<file path="config.mk">
export PLATFORM = sky130hd
export DESIGN_NAME = regfile_write_buffer
export DESIGN_NICKNAME = d
export VERILOG_FILES = /design/src/rtl/regfile_pkg.sv /design/src/rtl/regfile_wb_fifo.sv /design/src/rtl/regfile_write_buffer.sv
export SDC_FILE = /design/constraint.sdc
export NUM_CORES = 1
export LEC_CHECK = 0
export CAP_MARGIN = 20
export CORE_MARGIN = 2
export CORE_UTILIZATION = 40
export DETAILED_ROUTE_END_ITERATION = 8
export SYNTH_ARGS = -nofsm -noshare
export SYNTH_HDL_FRONTEND = slang
export SYNTH_SLANG_ARGS = --single-unit
</file>
<file path="constraint.sdc">
create_clock -name Clk -period 5 [get_ports Clk]
set_clock_uncertainty 0.2 [all_clocks]
set_input_delay 1 -clock Clk [delete_from_list [all_inputs] [get_ports Clk]]
set_output_delay 1 -clock Clk [all_outputs]
set_load 0.1 [all_outputs]
</file>
<file path="src/rtl/regfile_pkg.sv">
// Shared types for the write-back path: the two-lane write bundle seen by the
// write buffer, the register file and the bench.
package regfile_pkg;

    localparam int REG_ADDR_W = 5;
    localparam int DATA_W     = 32;

    typedef struct packed {
        logic                  we1;
        logic [REG_ADDR_W-1:0] reg1;
        logic [DATA_W-1:0]     data1;
        logic                  we2;
        logic [REG_ADDR_W-1:0] reg2;
        logic [DATA_W-1:0]     data2;
    } wb_bundle_t;

endpackage

</file>
<file path="src/rtl/regfile_wb_fifo.sv">
// Circular bundle store with push/pop, occupancy count and all slots exposed
// so the owner can run an age-ordered bypass search.
module regfile_wb_fifo
    import regfile_pkg::*;
#(
    parameter int DEPTH = 4,
    localparam int PW   = $clog2(DEPTH)
) (
    input  logic                   clk,
    input  logic                   rst,
    input  logic                   i_push,
    input  logic                   i_pop,
    input  wb_bundle_t             i_data,
    output wb_bundle_t             o_head,
    output logic [PW:0]            o_count,
    output logic [PW-1:0]          o_rd_ptr,
    output wb_bundle_t [DEPTH-1:0] o_entries
);

    wb_bundle_t [DEPTH-1:0] r_mem;
    logic [PW-1:0]          r_wr_ptr;
    logic [PW-1:0]          r_rd_ptr;
    logic [PW:0]            r_count;
    logic                   w_pop;

    // Pointers are exactly PW bits wide, so wrap modulo DEPTH falls out for free
    assign w_pop = i_pop && (r_count != '0);

    always_ff @(posedge clk or posedge rst) begin
        if (rst) begin
            r_wr_ptr <= '0;
            r_rd_ptr <= '0;
            r_count  <= '0;
        end else begin
            if (i_push) r_wr_ptr <= r_wr_ptr + 1'b1;
            if (w_pop)  r_rd_ptr <= r_rd_ptr + 1'b1;
            if (i_push && !w_pop)      r_count <= r_count + 1'b1;
            else if (!i_push && w_pop) r_count <= r_count - 1'b1;
        end
    end

    always_ff @(posedge clk) begin
        if (i_push) r_mem[r_wr_ptr] <= i_data;
    end

    assign o_head    = r_mem[r_rd_ptr];
    assign o_count   = r_count;
    assign o_rd_ptr  = r_rd_ptr;
    assign o_entries = r_mem;

endmodule

</file>
<file path="src/rtl/regfile_write_buffer.sv">
// Write-back staging buffer ahead of the dual-write register file: normalises
// bundles on entry, drains one per cycle and offers a bypass lookup.
module regfile_write_buffer
    import regfile_pkg::*;
#(
    parameter int DEPTH    = 4,
    parameter bit ZERO_REG = 1'b1,
    localparam int PW      = $clog2(DEPTH)
) (
    input  logic                  Clk,
    input  logic                  Reset,
    input  logic                  InValid,
    output logic                  InReady,
    input  logic                  InWe1,
    input  logic                  InWe2,
    input  logic [REG_ADDR_W-1:0] InReg1,
    input  logic [REG_ADDR_W-1:0] InReg2,
    input  logic [DATA_W-1:0]     InData1,
    input  logic [DATA_W-1:0]     InData2,
    input  logic                  Stall,
    output logic [REG_ADDR_W-1:0] WriteRegister1,
    output logic [REG_ADDR_W-1:0] WriteRegister2,
    output logic [DATA_W-1:0]     WriteData1,
    output logic [DATA_W-1:0]     WriteData2,
    output logic                  RegWrite1,
    output logic                  RegWrite2,
    input  logic [REG_ADDR_W-1:0] LookupReg1,
    input  logic [REG_ADDR_W-1:0] LookupReg2,
    output logic                  Hit1,
    output logic                  Hit2,
    output logic [DATA_W-1:0]     HitData1,
    output logic [DATA_W-1:0]     HitData2,
    output logic [PW:0]           Count,
    output logic [7:0]            CollisionCount
);

    localparam logic [PW:0] FULL_CNT = (PW+1)'(DEPTH);

    wb_bundle_t             w_in;
    wb_bundle_t             w_head;
    wb_bundle_t             w_outs;
    wb_bundle_t [DEPTH-1:0] w_entries;
    logic [PW-1:0]          w_rd_ptr;
    logic                   w_push;
    logic                   w_pop;
    logic                   w_collide;
    logic [7:0]             r_coll_cnt;

    // Zero-register drop first, so a pair of reg-0 writes is not a collision
    always_comb begin
        w_in = {InWe1, InReg1, InData1, InWe2, InReg2, InData2};
        if (ZERO_REG && InReg1 == '0) w_in.we1 = 1'b0;
        if (ZERO_REG && InReg2 == '0) w_in.we2 = 1'b0;
        w_collide = w_in.we1 && w_in.we2 && (InReg1 == InReg2);
        if (w_collide) w_in.we1 = 1'b0;
    end

    assign InReady = (Count != FULL_CNT);
    assign w_push  = InValid && InReady;
    assign w_pop   = (Count != '0) && !Stall;

    regfile_wb_fifo #(.DEPTH(DEPTH)) u_fifo (
        .clk       (Clk),
        .rst       (Reset),
        .i_push    (w_push),
        .i_pop     (w_pop),
        .i_data    (w_in),
        .o_head    (w_head),
        .o_count   (Count),
        .o_rd_ptr  (w_rd_ptr),
        .o_entries (w_entries)
    );

    always_ff @(posedge Clk or posedge Reset) begin
        if (Reset) begin
            RegWrite1      <= 1'b0;
            RegWrite2      <= 1'b0;
            WriteRegister1 <= '0;
            WriteRegister2 <= '0;
            WriteData1     <= '0;
            WriteData2     <= '0;
        end else if (w_pop) begin
            RegWrite1      <= w_head.we1;
            RegWrite2      <= w_head.we2;
            WriteRegister1 <= w_head.reg1;
            WriteRegister2 <= w_head.reg2;
            WriteData1     <= w_head.data1;
            WriteData2     <= w_head.data2;
        end else begin
            RegWrite1 <= 1'b0;
            RegWrite2 <= 1'b0;
        end
    end

    always_ff @(posedge Clk or posedge Reset) begin
        if (Reset)                                       r_coll_cnt <= '0;
        else if (w_push && w_collide && r_coll_cnt != 8'hFF) r_coll_cnt <= r_coll_cnt + 8'd1;
    end
    assign CollisionCount = r_coll_cnt;

    assign w_outs = {RegWrite1, WriteRegister1, WriteData1, RegWrite2, WriteRegister2, WriteData2};

    // Walk oldest to newest (output stage first); later matches override earlier ones
    function automatic logic [DATA_W:0] f_lookup(
        input logic [REG_ADDR_W-1:0]  lk,
        input wb_bundle_t [DEPTH-1:0] ent,
        input logic [PW-1:0]          rd,
        input logic [PW:0]            cnt,
        input wb_bundle_t             outs
    );
        logic [DATA_W:0] res;
        wb_bundle_t      e;
        res = '0;
        e   = outs;
        if (e.we1 && e.reg1 == lk) res = {1'b1, e.data1};
        if (e.we2 && e.reg2 == lk) res = {1'b1, e.data2};
        for (int k = 0; k < DEPTH; k++) begin
            if (k < int'(cnt)) begin
                e = ent[rd + PW'(k)];
                if (e.we1 && e.reg1 == lk) res = {1'b1, e.data1};
                if (e.we2 && e.reg2 == lk) res = {1'b1, e.data2};
            end
        end
        if (ZERO_REG && lk == '0) res = '0;
        return res;
    endfunction

    assign {Hit1, HitData1} = f_lookup(LookupReg1, w_entries, w_rd_ptr, Count, w_outs);
    assign {Hit2, HitData2} = f_lookup(LookupReg2, w_entries, w_rd_ptr, Count, w_outs);

endmodule

</file>
==> summary.md <==
| Metric | Value |
|---|---|
| Final setup viols | `between 60 and 70` |
| CTS tree | `done` |
| CORE AREA | `between 60000 and 70000 µm²` |
| Avg Cell Area, Syn | `~11 µm²` |
| 1st-iter DRT viols | `between 2000 and 2500` |
| Final Non-Filler Cells | `3784` |
| Distinct cells, synth | `72` |
| Hold Path Sink | `CollisionCount[3]` |
| Reg clk slew, reported paths | `about 60 ps` |
| Worst-path fanout max | `11` |
| DR pass1 iterations | `5` |
| Root buffer cell | `clkbuf_16` |
| Initial antenna violation count | `8` |
| Largest net degree at the start of global routing | `about 130` |
| Congestion Overflow GR | `0` |
| Antenna-violating nets left | `0` |
| Seq/Total Area, Yosys | `0.419` |
| Std cell rows | `95` |
| Main flop type after synthesis | `edfxtp_1` |
| Arr. time, crit path | `about 4000 ps` |
| Vias in the first global route | `23700` |
| Worst hold start | `CollisionCount[3]` |
| RR Endpoint | `WriteData1[12]` |
| H-tree lvl count | `2` |
| DRC | `0` |
| Crit Path Category | `flop to output pin` |
| Hold Path Cell Cnt | `1` |
| Worst setup SP type | `flop` |
| NumNets Final | `2970` |
| Buffers on Ports | `between 200 and 250` |
| Reg-to-reg setup timing slack | `2120 ps` |
| Die Wd | `roughly 260 µm` |
| Initial Utilization | `0.405` |
| Die Y | `265 µm` |
| Worst setup margin | `-157 ps` |
| Synth-to-Final Area Change | `35.3%` |
| Placed instance count | `~3600` |
| Final GP Congestion | `roughly 0.89` |
| HPWL after DPL | `around 67000 µm` |
| CP Data Required Time | `between 3000 and 4000 ps` |
| Fin. Hold Viols | `0` |
| Worst slew margin | `0.266` |
| Placed inst area | `33400 µm²` |
| Via count | `between 20000 and 25000` |
| Final period util | `1.03` |
| I/O Pins | `between 200 and 250` |
| Total GRT Usage | `0.281` |
| Number of synthesized flops with an enable pin | `304` |
| Fin Hold WS | `317 ps` |
| Final instance area | `~37000 µm²` |
| Yosys warnings | `0` |
| Final WL | `a little over 100000 µm` |
| Mapped Cells | `between 2000 and 3000` |
| Peak per-stage delay on the critical path | `between 500 and 600 ps` |
| Fin. max-slew vios | `0` |
| Die ar. | `between 70000 and 80000 µm²` |
| CP cell instances | `buf_12, mux4_2, xor2_1, or4_4, o22ai_4, buf_12, buf_4, buf_4, a31o_1, o21ai_1, o31a_1, buf_12` |
| Status | `finished, violations left` |
| Max-cap violations | `0` |
| Num CTS Buffers | `47` |
| Worst skew pair latency | `620 ps` |
| R2R Path Start | `u_fifo.o_rd_ptr[0]` |
| Mapped Nets | `roughly 2600` |
| DR WL/cell | `26.7 µm` |
| Failing checks | `setup timing` |
| Async SR Flop Fraction | `0.230` |
| First-pass GRT wire length | `~150000 µm` |
| Clock Path Buffers | `3` |
| Min-delay worst type | `flop to flop` |
| Worst slew pin tran | `approximately 1100 ps` |
| Synth Cell Area | `approximately 27000 µm²` |
| Worst r2r path cells | `6` |
| Via-to-Cell Ratio | `just over 6` |
| Flops & latches, synth | `roughly 400` |
| Min Tclk post-route | `5160 ps` |
| TNS Setup | `-4840 ps` |
| Most used cell, CP | `buf_12` |
| Fmax | `0.194 GHz` |
| Slowest CP cell | `mux4_2` |
| Worst Setup End Kind | `output pin` |
| Hold-fix buffers, CTS | `0` |
| RSZ-0062 raised after global routing | `yes` |
| # clock sinks | `395` |
| Fraction of layout cells with a size suffix above 1 | `0.293` |
-- logic make-up (layout without fill, tap and decap cells) --
group | after synthesis | after routing | synth area share
AOI/OAI and AO/OA | 638 | 638 | 0.151
xor gates and xnor gates | 118 | 118 | 0.0380
adders and majority gates | 10 | 10 | 0.00460
buffers and inverters | 249 | 622 | 0.0445
DFF | 395 | 395 | 0.419
muxes | 577 | 577 | 0.251
other | 0 | 2 | 0
and+or+nand+nor | 549 | 549 | 0.0910
-- synthesized netlist by cell type (6+ instances only) --
cell type / n / area [µm²]
edfxtp_1: 304 / 9130
mux2i_1: 297 / 2970
a21oi_1: 244 / 1220
nand2_1: 240 / 901
mux2_2: 170 / 1910
nor2_1: 144 / 541
clkbuf_1: 99 / 372
dfrtp_1: 91 / 2280
buf_2: 87 / 435
a211oi_1: 84 / 631
xnor2_1: 66 / 578
o211ai_1: 65 / 488
mux4_2: 63 / 1420
nor2b_1: 61 / 382
xor2_1: 52 / 455
mux2_1: 46 / 518
o22ai_1: 35 / 219
o221ai_1: 34 / 298
a221oi_1: 33 / 289
a31oi_1: 33 / 206
a22oi_1: 32 / 240
o21ai_1: 32 / 160
buf_1: 26 / 97.6
nand3_1: 19 / 95.1
nor3_1: 19 / 95.1
o21ai_0: 19 / 95.1
and2_1: 13 / 81.3
buf_6: 12 / 135
inv_1: 11 / 41.3
ha_1: 10 / 125
and3_1: 9 / 56.3
buf_4: 9 / 67.6
nand4_1: 7 / 43.8
nor4_1: 7 / 43.8
nand2b_1: 6 / 37.5
-- layout make-up --
cell class | instances | area (µm²)
clock buffer | 60 | 1280
fill | 5624 | 30500
sequential | 395 | 11400
tap | 873 | 1090
clock inverter | 28 | 409
multi-input combinational | 1892 | 16100
antenna | 2 | 5.00
inverter | 13 | 65.1
timing repair buffer | 521 | 6470
-- through the flow --
stage                util  setup WS, ps
finish              0.547          -157
detailed placement  0.496          -205
global placement    0.496          -172
global route        0.547          -220
CTS                 0.541          -163
floorplan               -          -323
-- per-layer routing --
layer / GRT usage / share of wire
met1: 0.361 / 0.40
met2: 0.458 / 0.46
met3: 0.0603 / 0.091
met4: 0.123 / 0.048
met5: 0 / 0.00067
-- registers in the layout (all words and copies together), names as in the netlist --
| signal | cells |
|---|---|
| u_fifo.o_rd_ptr | 2 |
| RegWrite2 | 1 |
| u_fifo.o_count | 3 |
| u_fifo.o_entries | 304 |
| WriteData1 | 32 |
| CollisionCount | 8 |
| RegWrite1 | 1 |
| WriteRegister2 | 5 |
| WriteRegister1 | 5 |
| WriteData2 | 32 |
| u_fifo.r_wr_ptr | 2 |
-- placed cells by master, fill, tap and decap left out, types with 10 or more instances in the layout --
master / count
dfrtp_1: 89
nand2_2: 10
mux2i_2: 14
o21ai_0: 18
mux4_2: 63
nand3_1: 18
xnor2_1: 60
a211oi_1: 78
a221oi_1: 26
bufinv_16: 10
mux2_1: 46
o221ai_2: 17
xor2_1: 51
mux2i_1: 274
o21ai_4: 32
clkdlybuf4s50_1: 173
clkbuf_16: 49
buf_12: 147
a21oi_1: 205
nand2_1: 230
mux2_2: 168
o221ai_1: 16
o211ai_1: 65
clkinv_2: 11
a21oi_4: 31
buf_6: 17
nor3_1: 18
a31oi_1: 31
nor2b_1: 61
ha_1: 10
edfxtp_1: 304
nor2_1: 138
o22ai_1: 28
inv_1: 10
buf_4: 164
and2_1: 11
a22oi_1: 32
-- worst max path at each step --
stage,start,to,cells after the start
floorplan,LookupReg2[3],HitData2[10],9
global placement,LookupReg1[4],HitData1[14],13
detailed placement,LookupReg1[4],HitData1[14],13
CTS,u_fifo.o_rd_ptr[0],HitData2[10],13
global route,u_fifo.o_rd_ptr[1],HitData1[18],14
finish,u_fifo.o_rd_ptr[0],HitData1[14],12
-- critical path: cells and delay by family, from the launching register on --
kind | cells | cell delay, ps
buf+inv | 5 | 820
simple gates | 1 | 560
flops | 1 | 480
compound gates | 4 | 700
xor+xnor | 1 | 190
mux | 1 | 570
-- what timing repair did --
action,CTS,global route
setup endpoints to repair,66,66
resized for setup,138,44
setup buffers,48,16
pin swaps,31,16
gates cloned,6,1
Power is not shown: default switching activity piles up to over one toggle a cycle in this logic, so the estimate is an artifact.
